--- config.mk ---
export PLATFORM = sky130hd
export DESIGN_NAME = effect_sample_sequencer
export DESIGN_NICKNAME = d
export VERILOG_FILES = /design/src/rtl/effect_sample_sequencer.sv
export SDC_FILE = /design/constraint.sdc
export NUM_CORES = 1
export LEC_CHECK = 0
export CORE_ASPECT_RATIO = 0.6
export CORE_MARGIN = 2
export CORE_UTILIZATION = 48
export CTS_BUF_LIST = sky130_fd_sc_hd__clkbuf_4 sky130_fd_sc_hd__clkbuf_8 sky130_fd_sc_hd__clkbuf_16
export CTS_CLUSTER_SIZE = 12
export DETAILED_ROUTE_END_ITERATION = 8
export PLACE_DENSITY = 0.82
export SYNTH_ARGS = -nofsm -noshare
export SYNTH_HDL_FRONTEND = slang
export SYNTH_SLANG_ARGS = --single-unit
export TNS_END_PERCENT = 10
--- constraint.sdc ---
create_clock -name clk -period 2.5 [get_ports clk]
set_input_delay 0.625 -clock clk [delete_from_list [all_inputs] [get_ports clk]]
set_output_delay 0.625 -clock clk [all_outputs]
set_load 0.05 [all_outputs]
--- src/rtl/effect_sample_sequencer.sv ---
// Sample-side sequencer for a floating-point effect stage: holds one sample on the effect input,
// collects the processed result on the effect's ready strobe, and falls back to the dry sample on timeout.
module effect_sample_sequencer #(
   parameter int unsigned MIN_LAT = 9,
   parameter int unsigned TIMEOUT = 64
) (
   input  logic        clk,
   input  logic        aclr,
   input  logic        sample_valid,
   input  logic [31:0] sample_in,
   input  logic        effect_ready,
   input  logic [31:0] effect_out,
   input  logic        clear_err,
   output logic [31:0] effect_in,
   output logic [31:0] sample_out,
   output logic        sample_out_valid,
   output logic        busy,
   output logic        primed,
   output logic        timeout_err,
   output logic [7:0]  overrun_cnt
);

   typedef enum logic [1:0] {S_PRIME, S_IDLE, S_WAIT} state_t;

   localparam logic [7:0] MIN_LAT_C = 8'(MIN_LAT);
   localparam logic [7:0] TIMEOUT_C = 8'(TIMEOUT);

   state_t      r_state;
   logic [7:0]  r_lat_cnt;
   logic [31:0] r_effect_in;
   logic [31:0] r_sample_out;
   logic        r_sample_out_valid;
   logic        r_busy;
   logic        r_primed;
   logic        r_timeout_err;
   logic [7:0]  r_overrun_cnt;
   logic        w_capture;

   // Strobes arriving before MIN_LAT belong to the previous sample still draining out of the effect.
   assign w_capture = effect_ready && (r_lat_cnt >= MIN_LAT_C);

   // NOTE: all state below uses non-blocking assignments so every register sees pre-edge values.
   always_ff @(posedge clk or negedge aclr) begin
      if (!aclr) begin
         r_state            <= S_PRIME;
         r_lat_cnt          <= 8'd0;
         r_effect_in        <= 32'd0;
         r_sample_out       <= 32'd0;
         r_sample_out_valid <= 1'b0;
         r_busy             <= 1'b0;
         r_primed           <= 1'b0;
         r_timeout_err      <= 1'b0;
         r_overrun_cnt      <= 8'd0;
      end else begin
         r_sample_out_valid <= 1'b0;
         case (r_state)
            S_PRIME: begin
               if (sample_valid) begin
                  r_sample_out       <= sample_in;
                  r_sample_out_valid <= 1'b1;
               end
               if (effect_ready) begin
                  r_primed <= 1'b1;
                  r_state  <= S_IDLE;
               end
            end
            S_IDLE: begin
               if (sample_valid) begin
                  r_effect_in <= sample_in;
                  r_lat_cnt   <= 8'd0;
                  r_busy      <= 1'b1;
                  r_state     <= S_WAIT;
               end
            end
            S_WAIT: begin
               if (w_capture) begin
                  r_sample_out       <= effect_out;
                  r_sample_out_valid <= 1'b1;
                  r_busy             <= 1'b0;
                  r_state            <= S_IDLE;
               end else if (r_lat_cnt == TIMEOUT_C) begin
                  r_sample_out       <= r_effect_in;
                  r_sample_out_valid <= 1'b1;
                  r_timeout_err      <= 1'b1;
                  r_busy             <= 1'b0;
                  r_state            <= S_IDLE;
               end else if (r_lat_cnt != 8'hFF) begin
                  r_lat_cnt <= r_lat_cnt + 8'd1;
               end
               if (sample_valid && (r_overrun_cnt != 8'hFF)) begin
                  r_overrun_cnt <= r_overrun_cnt + 8'd1;
               end
            end
            default: begin
               r_busy  <= 1'b0;
               r_state <= S_PRIME;
            end
         endcase
         // Placed last so a clear overrides any set or increment in the same cycle.
         if (clear_err) begin
            r_timeout_err <= 1'b0;
            r_overrun_cnt <= 8'd0;
         end
      end
   end

   assign effect_in        = r_effect_in;
   assign sample_out       = r_sample_out;
   assign sample_out_valid = r_sample_out_valid;
   assign busy             = r_busy;
   assign primed           = r_primed;
   assign timeout_err      = r_timeout_err;
   assign overrun_cnt      = r_overrun_cnt;

endmodule

## Word level (Yosys, flattened, before mapping)

Index checks and enable logic that the tools add are counted.

- Add/sub/neg operators: 2
- Multipliers: 0
- Divide/modulo/power cells: 0
- $lt $le $gt $ge: 1
- Equal/unequal tests: 13
- Shifts and indexed selects: 0
- Mux-type cells: 29
- Bitwise operators: 1
- Reductions and logical operators: 16

Operator list:

| kind | number |
|---|---|
| $mux 32 | 3 |
| $pmux 32 s2 | 1 |
| $mux 8 | 7 |
| $add 8x1->8 const B | 2 |
| $ne 8x8->1 const B | 2 |
| $pmux 8 s2 | 1 |
| $ne 2x2->1 const B | 7 |
| $reduce_and 3->1 | 4 |
| $mux 1 | 10 |
| $reduce_bool 2->1 | 5 |
| $eq 8x7->1 const B | 1 |
| $ge 8x4->1 const B | 1 |
| $mux 2 | 4 |
| $pmux 2 s3 | 1 |
| $reduce_and 2->1 | 3 |
| $reduce_and 5->1 | 1 |
| $ne 3x3->1 const B | 1 |
| $pmux 1 s3 | 1 |
| $eq 2x1->1 const B | 1 |
| $eq 2x2->1 const B | 1 |
| $logic_and 1x1->1 | 2 |
| $logic_not 2->1 | 1 |
| $pmux 1 s2 | 1 |
| $not 1->1 | 1 |

- Flip-flop bits (word level): 86
- Bits in latches: 0
- Bits in writable memories: 0
- ROM bits: 0
- Bits of input ports: 69
- Output and inout bits: 76
- Logic and storage cells: 71
- Memories kept: 0

## Logic depth before layout (Yosys ltp)

- Word-level depth: 5
- Depth in mapped cells: 8

## Worst setup path before layout

No wires, ideal clock.

- Path type: reg-to-reg
- Start: register r_overrun_cnt[0], in the netlist overrun_cnt[0]
- End: register r_overrun_cnt[5], in the netlist overrun_cnt[5]
- Library setup time: 0.078 ns
- Data arrival time: 1.827 ns
- Data required time: 2.422 ns
- Setup slack: 0.596 ns
- Cell stages (with the launch flop): 6
- Cell sequence: dfrtp_1 -> ha_1 -> nand4_1 -> o21ai_1 -> or4_1 -> a21oi_1

- Word-level cells in the longest chain between the ends: 4
- Elaborated cells between the ends (all ways): 8
- Classes of those cells: add/sub (1); eq/ne (1); mux (3); reduce/logical (3)

Ends and longest elaborated chain:

| element | RTL line | text |
|---|---|---|
| from (decl) | 36 | `logic [7:0] r_overrun_cnt;` |
| from (signal assigned) | 91 | `r_overrun_cnt <= r_overrun_cnt + 8'd1;` |
| $add 8x1->8 or $ne 8x8->1 (tied branches) | 91, 90 |  |
| $mux 8 or $logic_and 1x1->1 (tied branches) | 90 | `if (sample_valid && (r_overrun_cnt != 8'hFF)) begin` |
| $mux 8 or $reduce_bool 2->1 (tied branches) | -- |  |
| $mux 8 or $reduce_and 2->1 (tied branches) | -- |  |

Parallel ways exist; a longest one is shown, timed or not. The select of a mux whose other input is x is not followed.
A chain may end at the register's enable or synchronous reset.

## Worst setup path in the final report

- Start: register r_overrun_cnt[0], in the netlist overrun_cnt[0]
- End: output port overrun_cnt[0]

RTL lines:

| element | RTL line | text |
|---|---|---|
| to (decl) | 20 | `output logic [7:0] overrun_cnt` |

No word-level cell between the ends.

==> impl_metrics.json <==
{
  "critical_path_class": "flop to output port",
  "synth_xor_area_frac": 0.00915,
  "seq_power_share": 0.281,
  "swShare": 0.473,
  "antenna_found_initial": 0,
  "async_reset_ff_frac": 1.00,
  "synth_top_family_by_area": "compound AO/OA/AOI/OAI gates",
  "cp_top_family": "buffers and inverters",
  "cts_setup_buffers": 0,
  "insertedDiodeCount": 0,
  "syn-num-nets": 570,
  "hpwl_um": 10200,
  "r2r_end": "r_lat_cnt[2]$_DFFE_PN0P_",
  "tightest_slew_ps": 730,
  "synthAdderAreaFrac": 0.0105,
  "area_growth_pct": 40.2,
  "place_ws_ps": -2.12,
  "finalPower_w": 0.00860,
  "io-pin-count": 145,
  "grt_overflow": 0,
  "synth_top_area_share": 0.450,
  "worst_setup_path_start_kind": "flop",
  "numPortBuffers": 144,
  "final_layout_size_suffix_gt1_frac": 0.134,
  "fin_crit_sh": 0.935,
  "finish.net_count": 703,
  "rsz0062_at_grt": "no",
  "grt_pass1_vias": 4525,
  "crit_chain": "clkdlybuf4s50_1",
  "synth_ff_type": "dfrtp_1",
  "slew_headroom": 0.508,
  "grt_usage": 0.275,
  "synth_area_leaders": "dfrtp_1, mux2_2, a32o_1, nand2_1, a22oi_1",
  "cp-end-kind": "output port",
  "cts_buffers": 9,
  "drc": 0,
  "r2r_slack_ps": 370,
  "slowest_delay_ps": 900,
  "yosysMostFrequentCell": "dfrtp_1",
  "synthSimpleGateAreaFrac": 0.183,
  "clockBufferDepth": 2,
  "coreArea_um2": 9770,
  "rr_worst_depth": 7,
  "p_leak_nw": 2.82,
  "rows": 28,
  "synth_edf_count": 0,
  "worstPathRequired_ps": 1880,
  "power_density_nw_per_um2": 1280,
  "intPower_w": 0.00453,
  "setup_slack_ps": 163,
  "setup_viol": 0,
  "ctsRootBufferMaster": "clkbuf_16",
  "status": "finished, final reports clean",
  "ctsHoldBuffers": 0,
  "r2r_start": "r_lat_cnt[1]$_DFFE_PN0P_",
  "holdCritPathClass": "input pin to asynchronous set/reset pin",
  "routed_wl_um": 14600,
  "netlist_instances": 497,
  "cpMaxStageDelayCell": "clkdlybuf4s50_1",
  "post-route-util": 0.686,
  "pwr-share-clk": 0.152,
  "drt_iter0_drc": 319,
  "power.switching_w": 0.00407,
  "skew_ps": 6.35,
  "vias_per_cell": 6.00,
  "crit_start": "overrun_cnt[0]$_DFFE_PN0P_",
  "maxCapViolations": 0,
  "finalMaxSlewViolations": 0,
  "hold_violations": 0,
  "ant_nets": 0,
  "dieWidth_um": 133,
  "path_clk_slew_ps": 60,
  "syn_area_per_cell_um2": 9.63,
  "ys_types": 56,
  "arrival_ps": 1710,
  "synth_top_area_cell": "dfrtp_1",
  "irDropWorstVdd_v": 0.00101,
  "combinationalPowerShare": 0.567,
  "cts_tree": "done",
  "crit_fanout": 5,
  "min_period_ps": 2340,
  "fp.dieH_um": 81.3,
  "synth_area_um2": 4790,
  "fp.dieArea_um2": 10800,
  "wl_per_cell_um": 18.9,
  "grt_pass1_wl_um": 23200,
  "cp.depth": 1,
  "yosysWarnings": 0,
  "ys_ff_latch": 86,
  "grt_max_degree": 47,
  "fmax_ghz": 0.428,
  "drt_pass1_iterations": 5,
  "cts_max_level": 3,
  "gp_congestion": 0.924,
  "initial_core_util": 0.490,
  "numClockSinks": 86,
  "cts_resized": 0,
  "synth_compound_area_frac": 0.214,
  "seq_area_frac_synth": 0.450,
  "synth.mux.area_fraction": 0.0795,
  "clkLatencyLatePin_ps": 340,
  "path_buf_inv": 1,
  "vias": 4620,
  "yosys-top-cells-count": "dfrtp_1, nand2_1, nor2_1"
}
==> per-stage QoR <==
stage	TNS (ps)	hold slack, ps	std cells	cell area (um2)
detailed placement	-2.12	480	754	6420
finish	0	215	770	6710
floorplan	0	329	497	4790
CTS	0	227	770	6710
global route	0	229	770	6710
global placement	0	446	754	6420
==> how the worst max path moves through the flow <==
stage | endpoint | slack (ps)
floorplan | overrun_cnt[5]$_DFFE_PN0P_ | 600
global placement | sample_out[18]$_DFFE_PN0P_ | 50
detailed placement | sample_out[24]$_DFFE_PN0P_ | -2
CTS | overrun_cnt[0] | 170
global route | overrun_cnt[0] | 130
finish | overrun_cnt[0] | 160
==> placed cells by master (no fill, tap or decap), types with 3 or more instances in the layout <==
master	count
a21o_1	3
a21oi_1	3
a22oi_1	32
a31oi_1	8
a32o_1	32
and3_1	5
buf_12	6
buf_4	18
clkbuf_16	9
clkbuf_8	3
clkdlybuf4s50_1	143
dfrtp_1	86
ha_1	4
inv_1	4
mux2_2	32
nand2_1	76
nand3_1	8
nor2_1	42
nor3_1	3
o211ai_1	3
o21ai_0	25
o21ai_1	14
or3_1	32
xor2_1	4
==> layer usage <==
layer	wire, um	vias up	GRT usage
met3	1310	22	0.0861
met4	216	0	0.0903
met2	6660	218	0.423
met5	0	-	0
met1	6370	2280	0.374
li1	-	2100	-
==> kinds of logic (layout without fill, tap and decap cells) <==
group | count (synthesis) | in the layout
buffers and inverters | 49 | 187
AO/OA/AOI/OAI | 135 | 135
multiplexers | 34 | 34
XOR/XNOR | 5 | 5
adder cells (fa/ha/maj) | 4 | 4
AND/OR/NAND/NOR | 184 | 184
flip-flops | 86 | 86
==> power by group through the flow <==
stage | Sequential (W) | Combinational (W) | Clock [W]
after floorplan | 0.00399 | 0.00159 | 0
after global placement | 0.00238 | 0.00474 | 0
after detailed placement | 0.00242 | 0.00484 | 0
after CTS | 0.00241 | 0.00488 | 0.00133
after global routing | 0.00249 | 0.00514 | 0.00138
final | 0.00242 | 0.00487 | 0.00131
==> flip-flops by register name (all words and copies together), names as in the netlist <==
register	flops
r_lat_cnt	8
busy	1
effect_in	32
sample_out	32
timeout_err	1
overrun_cnt	8
r_state	2
sample_out_valid	1
primed	1
==> layout make-up <==
class                   count  area (um2)
repair buffers            167        1690
flip-flops and latches     86        2150
clock inverters             3        17.5
well taps                 135         169
multi-input cells         362        2390
inverters                   4        15.0
fillers                   747        3070
clock buffers              13         274
Note: power is estimated with default switching activity, not from simulation.
